==> src/rtl/simon_pkg.sv <==
// Shared definitions for the Simon game: button count, index width,
// FSM state encoding and small button-vector helpers.
package simon_pkg;

  localparam int NUM_BUTTONS = 4;
  localparam int BTN_IDX_W   = 2;

  // Front-end FSM state encoding, kept as plain constants so legacy code can match on them
  localparam logic [0:0] ST_IDLE   = 1'b0;
  localparam logic [0:0] ST_LOCKED = 1'b1;

  // Binary index of the set bit in a one-hot button vector (0 when no bit is set)
  function automatic logic [BTN_IDX_W-1:0] encodeOneHot(input logic [NUM_BUTTONS-1:0] oneHot);
    logic [BTN_IDX_W-1:0] idx;
    idx = '0;
    for (int i = 0; i < NUM_BUTTONS; i++) begin
      if (oneHot[i]) idx = BTN_IDX_W'(i);
    end
    return idx;
  endfunction

  // Number of buttons currently active in a vector
  function automatic int countActive(input logic [NUM_BUTTONS-1:0] btnVec);
    int n;
    n = 0;
    for (int i = 0; i < NUM_BUTTONS; i++) begin
      if (btnVec[i]) n++;
    end
    return n;
  endfunction

endpackage

==> src/rtl/simon_debounce.sv <==
// One button bit: two-flop synchronizer followed by a counter-based
// debouncer. The debounced state only flips after DEBOUNCE_CYCLES
// consecutive synchronized samples disagree with it.
module simon_debounce #(
  parameter int DEBOUNCE_CYCLES = 3
) (
  input  logic clk,
  input  logic reset,
  input  logic btnRaw,
  output logic syncOut,
  output logic debOut
);

  localparam logic [3:0] CNT_LAST = 4'(DEBOUNCE_CYCLES - 1);

  logic       meta;
  logic       syncQ;
  logic       debQ;
  logic [3:0] stableCnt;

  // Bring the asynchronous raw button into the clk domain
  // NOTE: non-blocking assignments let the two flops shift as a pipeline; blocking would collapse them into one.
  always_ff @(posedge clk or posedge reset) begin
    if (reset) begin
      meta  <= 1'b0;
      syncQ <= 1'b0;
    end else begin
      meta  <= btnRaw;
      syncQ <= meta;
    end
  end

  // Count consecutive mismatching samples; flip the debounced bit once the run is long enough
  always_ff @(posedge clk or posedge reset) begin
    if (reset) begin
      debQ      <= 1'b0;
      stableCnt <= '0;
    end else if (syncQ != debQ) begin
      if (stableCnt == CNT_LAST) begin
        debQ      <= syncQ;
        stableCnt <= '0;
      end else begin
        stableCnt <= stableCnt + 4'd1;
      end
    end else begin
      stableCnt <= '0;
    end
  end

  assign syncOut = syncQ;
  assign debOut  = debQ;

endmodule

==> src/rtl/simon_input.sv <==
// Player-button front end for Simon: synchronizes and debounces four
// buttons, then turns a single clean press into a one-cycle pulse plus a
// held button index. Chords are flagged and rejected, and the block stays
// locked until every button has been quiet for DEBOUNCE_CYCLES+2 edges.
module simon_input
  import simon_pkg::*;
#(
  parameter int DEBOUNCE_CYCLES = 3
) (
  input  logic                  clk,
  input  logic                  reset,
  input  logic [NUM_BUTTONS-1:0] btn,
  input  logic                  enable,
  output logic [BTN_IDX_W-1:0]  player_num,
  output logic                  player_pressed,
  output logic                  chord_error,
  output logic                  locked
);

  localparam logic [4:0] QUIET_LAST = 5'(DEBOUNCE_CYCLES + 1);

  logic [NUM_BUTTONS-1:0] sync;
  logic [NUM_BUTTONS-1:0] deb;

  logic [0:0]           state;
  logic [4:0]           quietCnt;
  logic                 debSingle;
  logic                 debChord;
  logic [BTN_IDX_W-1:0] debIdx;

  for (genvar i = 0; i < NUM_BUTTONS; i++) begin : g_btn
    simon_debounce #(
      .DEBOUNCE_CYCLES(DEBOUNCE_CYCLES)
    ) u_debounce (
      .clk    (clk),
      .reset  (reset),
      .btnRaw (btn[i]),
      .syncOut(sync[i]),
      .debOut (deb[i])
    );
  end

  // Classify the debounced vector as a single press or a chord and encode its index
  // NOTE: every output of this block gets a value before any branch, so no latch is inferred.
  always_comb begin
    debSingle = 1'b0;
    debChord  = 1'b0;
    debIdx    = encodeOneHot(deb);
    if (countActive(deb) == 1) debSingle = 1'b1;
    if (countActive(deb) > 1)  debChord  = 1'b1;
  end

  // FSM with quiet counter and registered outputs; pulses default low every cycle
  always_ff @(posedge clk or posedge reset) begin
    if (reset) begin
      state          <= ST_LOCKED;
      quietCnt       <= '0;
      player_num     <= '0;
      player_pressed <= 1'b0;
      chord_error    <= 1'b0;
    end else begin
      player_pressed <= 1'b0;
      chord_error    <= 1'b0;
      case (state)
        ST_LOCKED: begin
          // Re-arm only after every synchronized button has been low for a full quiet run
          if (sync != '0) begin
            quietCnt <= '0;
          end else if (quietCnt == QUIET_LAST) begin
            quietCnt <= '0;
            state    <= ST_IDLE;
          end else begin
            quietCnt <= quietCnt + 5'd1;
          end
        end
        default: begin
          quietCnt <= '0;
          if (debChord) begin
            chord_error <= 1'b1;
            state       <= ST_LOCKED;
          end else if (debSingle) begin
            // A press seen while disabled still consumes the press and locks
            if (enable) begin
              player_pressed <= 1'b1;
              player_num     <= debIdx;
            end
            state <= ST_LOCKED;
          end
        end
      endcase
    end
  end

  assign locked = (state == ST_LOCKED);

endmodule

==> config.mk <==
export PLATFORM = sky130hd
export DESIGN_NAME = simon_input
export DESIGN_NICKNAME = d
export VERILOG_FILES = /design/src/rtl/simon_pkg.sv /design/src/rtl/simon_debounce.sv /design/src/rtl/simon_input.sv
export SDC_FILE = /design/constraint.sdc
export NUM_CORES = 1
export LEC_CHECK = 0
export BUFFER_PORTS_ARGS = -buffer_cell sky130_fd_sc_hd__buf_4
export CAP_MARGIN = 5
export CELL_PAD_IN_SITES_DETAIL_PLACEMENT = 1
export CELL_PAD_IN_SITES_GLOBAL_PLACEMENT = 2
export CORE_ASPECT_RATIO = 1.2
export CORE_MARGIN = 2
export CORE_UTILIZATION = 42
export DETAILED_ROUTE_END_ITERATION = 10
export PLACE_DENSITY_LB_ADDON = 0.1
export SKIP_LAST_GASP = 1
export SYNTH_ARGS = -nofsm -noshare
export SYNTH_HDL_FRONTEND = slang
export SYNTH_SLANG_ARGS = --single-unit
==> constraint.sdc <==
create_clock -name clk -period 3.7 [get_ports clk]
set_input_delay 0.555 -clock clk [delete_from_list [all_inputs] [get_ports clk]]
set_output_delay 0.555 -clock clk [all_outputs]
set_load 0.01 [all_outputs]
==> results.yml, run 1 <==
outcome:
  status: "finished clean"
floorplanning:
  die_h_um: 73.5
  initial_utilization: 0.432
  die_w_um: 61.9
  io_pins: 12
  num_rows: 25
  die_area_um2: 4550
  coreArea_um2: 3910
setup_path:
  startpoint: "g_btn[1].u_debounce.debOut"
  required_ns: 3.87
  crit_type: "reg -> reg"
  slowest_stage: "dfrtp_1"
  reg2reg_depth: 8
  r2r-end: "player_num[0]"
  cp-start-kind: "flip-flop"
  cp.arrival_ns: 2.49
  r2r-start: "g_btn[1].u_debounce.debOut"
  crit_chain: "inv_1 > ha_1 > xor2_2 > ha_1 > nand2_1 > xor2_2 > nor4_4 > mux2_4"
  r2r_setup_slack_ns: 1.39
  cp-end-kind: "flip-flop"
  cp_slowest_stage_delay_ns: 0.41
  crit_fanout: 4
yosys:
  synth_edf_count: 0
  synth_top_cells_by_count: "dfrtp_1 (37), nor2_1 (29), ha_1 (11), nand2_1 (11)"
  postSynthRegisterBits: 38
  seq_area_frac_synth: 0.564
  synth_cell_types: 26
  synthesis.nets: 164
  yosysTopAreaCell: "dfrtp_1"
  synth_ff_type: "dfrtp_1"
  syn_avg_cell_area_um2: 11.6
  ys_warn_count: 0
  syn_inst: 146
  synth_most_common_cell: "dfrtp_1"
  yosysTopAreaCellShare: 0.548
  synthTopCellsByArea: "dfrtp_1 (55%), ha_1 (8.1%), nor2_1 (6.4%), xor2_1 (4.7%), xnor2_1 (3.6%)"
  syn_area_um2: 1690
  ys_async_sr_fraction: 1.00
placement:
  place_congestion: 0.710
  dpl_cell_area_um2: 1830
  post-dp-hpwl_mm: 2.03
  io_buffers: 11
power_and_ir_drop:
  power.density_nw_per_um2: 683
  p_comb_frac: 0.333
  power_switching_uw: 477
  swShare: 0.363
  pwr-share-clk: 0.218
  p_int_uw: 836
  sequentialPowerShare: 0.449
  vdd_drop_max_mv: 0.394
  power.leakage_nw: 0.906
global_routing:
  first_global_vias: 1105
  grt_start_max_net_pins: 33
  grt-ovfl-total: 0
  antenna_found_initial: 0
  grt_pass1_wl_mm: 4.52
  grt.total_usage: 0.140
route:
  drt_iter0_markers: 30
  num_vias: 1014
  ant_nets: 0
  post-route-drc-count: 0
  routedWlPerCell_um: 12.1
  wirelength_mm: 2.63
  drt_pass1_iterations: 4
  vias_per_cell: 4.65
clock_tree:
  htreeDepth: 2
  cts_buffers: 5
  cts_setup_buffers: 0
  cts-hold-fix-buffers: 0
  cts.sinks: 38
  clk_pin_slew_ns: 0.07
  ctsResizeCount: 0
  cts_buffer_depth: 2
  clkLatencyLatePin_ns: 0.29
  cts_tree: "built"
  root_buffer: "clkbuf_8"
sta:
  setup_viol: 0
  finalSetupTns_ns: 0
  finalHoldViolations: 0
  slew_headroom: 0.735
  max_freq_mhz: 432
  fin_crit_sh: 0.625
  drv_slew: 0
  skew_ns: 0.00599
  hold_ws_ns: 0.181
  period_minus_slack_ns: 2.31
  tightest_slew_ns: 0.395
  grt_setup_unrepaired: "false"
cells_and_area:
  diodes: 0
  area_growth_pct: 13.8
  nNetsFinal: 181
  fin_util: 0.492
  final_area_um2: 1920
  drive_gt1_frac: 0.183
run:
  drv_cap: 0
min_path:
  hp-class: "in -> async"
==> worst max-delay path: cells and delay by family (launching register included) <==
kind | cells | cell delay (ns)
adders and majority gates | 2 | 0.50
and+or+nand+nor | 2 | 0.44
xor gates and xnor gates | 2 | 0.43
DFF | 1 | 0.41
muxes | 1 | 0.33
buffers and inverters | 1 | 0.08
==> metrics by stage <==
step / instances / total power [mW] / setup WS [ns]
2_1_floorplan: 146 / 0.950 / 1.53
3_3_place_gp: 210 / 1.01 / 1.47
3_5_place_dp: 210 / 1.04 / 1.36
4_1_cts: 218 / 1.34 / 1.35
5_1_grt: 218 / 1.41 / 1.26
6_report: 218 / 1.31 / 1.39
==> final cells by class <==
cell class,instances,area (um^2)
fill,433,1990
sequential,38,952
multi-input combinational,97,687
timing repair buffer,12,90.1
clock buffer,7,86.3
tap,54,67.6
inverter,9,33.8
clock inverter,1,5.00
==> layer usage <==
metal / GRT usage / up-vias / share of wire / wire, um
met1: 0.144 / 497 / 0.41 / 1080
met4: 0.0922 / 0 / 0.027 / 72
met5: 0 / - / 0 / 0
li1: - / 495 / - / -
met2: 0.240 / 15 / 0.53 / 1390
met3: 0.0370 / 7 / 0.031 / 81
==> how the worst max path moves through the flow <==
stage,end,slack (ns),depth (start not counted)
final,player_num[0],1.39,8
after global routing,player_num[0],1.26,8
after CTS,player_num[0],1.35,8
after detailed placement,player_num[0],1.36,8
after global placement,player_num[0],1.47,8
after floorplan,player_num[0],1.53,8
==> power groups by stage <==
stage / Clock (mW) / Sequential (mW) / Combinational [mW]
after floorplan: 0 / 0.560 / 0.391
final: 0.287 / 0.589 / 0.437
after global routing: 0.311 / 0.603 / 0.494
after detailed placement: 0 / 0.599 / 0.446
after CTS: 0.298 / 0.591 / 0.449
after global placement: 0 / 0.590 / 0.419
==> kinds of logic after synthesis <==
logic type	count (synthesis)	synth area share
AO/OA/AOI/OAI	4	0.0207
flip-flops	38	0.564
adder cells (fa/ha/maj)	11	0.0815
buffers and inverters	11	0.0296
multiplexers	7	0.0474
AND/OR/NAND/NOR	57	0.155
XOR/XNOR	18	0.102
==> state kept, by name, indices dropped and copies added, names as in the netlist <==
register / flops
player_pressed: 1
chord_error: 1
quietCnt: 5
g_btn.u_debounce.syncOut: 4
g_btn.u_debounce.stableCnt: 16
locked: 1
g_btn.u_debounce.meta: 4
player_num: 2
g_btn.u_debounce.debOut: 4
==> layout by cell type, fill, tap and decap left out, types with 4 or more instances in the layout <==
| cell | count |
|---|---|
| buf_4 | 12 |
| nand3_1 | 7 |
| xnor2_1 | 7 |
| dfrtp_1 | 37 |
| clkbuf_8 | 6 |
| ha_1 | 11 |
| mux2_2 | 4 |
| inv_1 | 9 |
| nand2_1 | 11 |
| xor2_1 | 9 |
| nor2_1 | 29 |
No activity file was read; power rests on OpenSTA's default activity.
==> run 2, diff against run 1 <==
Settings changed: CORE_UTILIZATION 42 to 39.
Clock period 3.7 ns to 2.16 ns, I/O delays scaled along.
==> results.yml, run 2 (synthesis gave the netlist of run 1 again) <==
min_path:
  hp-class: "in -> reg"
  holdPathEnd: "g_btn[2].u_debounce.meta"
  hp-start: "btn[2]"
  hold_depth: 1
route:
  vias_per_cell: 4.65
  drt_iter0_markers: 46
  ant_nets: 0
  wirelength_mm: 2.74
  post-route-drc-count: 0
  num_vias: 1046
  routedWlPerCell_um: 12.2
  drt_pass1_iterations: 4
cells_and_area:
  drive_gt1_frac: 0.254
  diodes: 0
  final_common_cell: "dfrtp_1"
  largest_register_ffs: 16
  largest-register: "g_btn.u_debounce.stableCnt"
  layout_common_cells: "dfrtp_1 (37), nor2_1 (27), buf_4 (17)"
  largestRegisters: "g_btn.u_debounce.stableCnt (16), quietCnt (5)"
  nNetsFinal: 186
  area_growth_pct: 18.5
  fillers: 447
  final_area_um2: 2000
setup_path:
  cp-start-kind: "flip-flop"
  required_ns: 2.33
  r2r-end: "player_num[0]"
  cp.arrival_ns: 2.23
  slowest_stage: "dfrtp_1"
  crit_buf_inv: 1
  crit_type: "reg -> reg"
  crit_chain: "inv_2 > ha_4 > xor2_2 > ha_2 > nand2_2 > xor2_2 > nor4_4 > mux2_4"
  cp_num_cells: 8
  reg2reg_depth: 8
  r2r_setup_slack_ns: 0.1
  cp_slowest_stage_delay_ns: 0.38
  crit_fanout: 3
  r2r-start: "g_btn[1].u_debounce.debOut"
  crit_family: "adder cells"
  cp-end-kind: "flip-flop"
  cpMostUsedCell: "xor2_2"
floorplanning:
  io_pins: 12
  die_w_um: 64.1
  num_rows: 26
  die_h_um: 76.1
  die_area_um2: 4880
  initial_utilization: 0.403
  coreArea_um2: 4200
clock_tree:
  cts.sinks: 38
  cts_buffers: 5
  clkLatencyLatePin_ns: 0.28
  root_buffer: "clkbuf_8"
  cts_tree: "built"
  cts_buffer_depth: 2
  clk_pin_slew_ns: 0.07
  htreeDepth: 2
  cts-hold-fix-buffers: 0
power_and_ir_drop:
  p_int_mw: 1.54
  sequentialPowerShare: 0.418
  swShare: 0.362
  vdd_drop_max_mv: 0.492
  power.density_nw_per_um2: 1210
  pwr-share-clk: 0.202
  power.total_mw: 2.41
  power_switching_uw: 874
  power.leakage_nw: 0.930
  p_comb_frac: 0.379
run:
  drv_cap: 0
global_routing:
  use_met2: 0.226
  gr-usage-met3: 0.0517
  grt_pass1_wl_mm: 5.00
  grt.total_usage: 0.133
  grt.busiest_layer: "met2"
  grt_use_met1: 0.149
  first_global_vias: 1145
  grt-ovfl-total: 0
  grt_start_max_net_pins: 39
  antenna_found_initial: 0
sta:
  slew_headroom: 0.687
  finalHoldViolations: 0
  period_minus_slack_ns: 2.06
  tightest_slew_ns: 0.470
  skew_ns: 0.00771
  setup_viol: 0
  drv_slew: 0
  hold_ws_ns: 0.140
  grt_setup_unrepaired: "true"
  max_freq_mhz: 485
  setup_ws_ns: 0.0977
  fin_crit_sh: 0.955
placement:
  dpl_cell_area_um2: 1860
  post-dp-hpwl_mm: 2.06
  io_buffers: 11
  place_congestion: 0.706
  pre_cts_slack_ns: -0.0310
outcome:
  status: "finished clean"
-- run 2: final cells by class --
class                      count  area, um^2  share of cell area
sequential                    38         952               0.476
clock inverter                 1        5.00             0.00250
tap                           56        70.1              0.0350
inverter                       9        33.8              0.0169
clock buffer                   7        86.3              0.0431
timing repair buffer          17         128              0.0637
multi-input combinational     97         727               0.363
-- run 2: per-stage QoR --
step | util | setup TNS (ns) | std cells
after floorplan | - | 0 | 146
after global placement | 0.444 | 0 | 216
after detailed placement | 0.444 | -0.0310 | 216
after CTS | 0.468 | 0 | 225
after global routing | 0.477 | -0.0385 | 225
final | 0.477 | 0 | 225
-- run 2: per-layer routing --
layer / part of all wire / wire length (um)
met5: 0 / 0
met4: 0.011 / 31
met3: 0.038 / 105
met2: 0.54 / 1490
met1: 0.41 / 1110
-- run 2: power by group through the flow --
stage	Combinational [mW]	Clock, mW	Sequential, mW
2_1_floorplan	0.670	0	0.959
3_3_place_gp	0.776	0	0.997
3_5_place_dp	0.821	0	1.02
4_1_cts	0.862	0.511	1.00
5_1_grt	1.06	0.548	1.03
6_report	0.916	0.488	1.01
-- run 2: worst max path at each step --
| stage | start | end |
|---|---|---|
| 6_report | g_btn[1].u_debounce.debOut | player_num[0] |
| 5_1_grt | g_btn[1].u_debounce.debOut | player_num[1] |
| 4_1_cts | g_btn[1].u_debounce.debOut | player_num[0] |
| 3_3_place_gp | g_btn[0].u_debounce.debOut | player_num[0] |
| 2_1_floorplan | g_btn[0].u_debounce.debOut | player_num[0] |
| 3_5_place_dp | g_btn[0].u_debounce.debOut | player_num[0] |
-- run 2: what timing repair did --
item	in CTS	in global routing
gates resized for setup	0	10
pin swaps	2	4
setup buffers	1	0
setup endpoints to repair	2	2
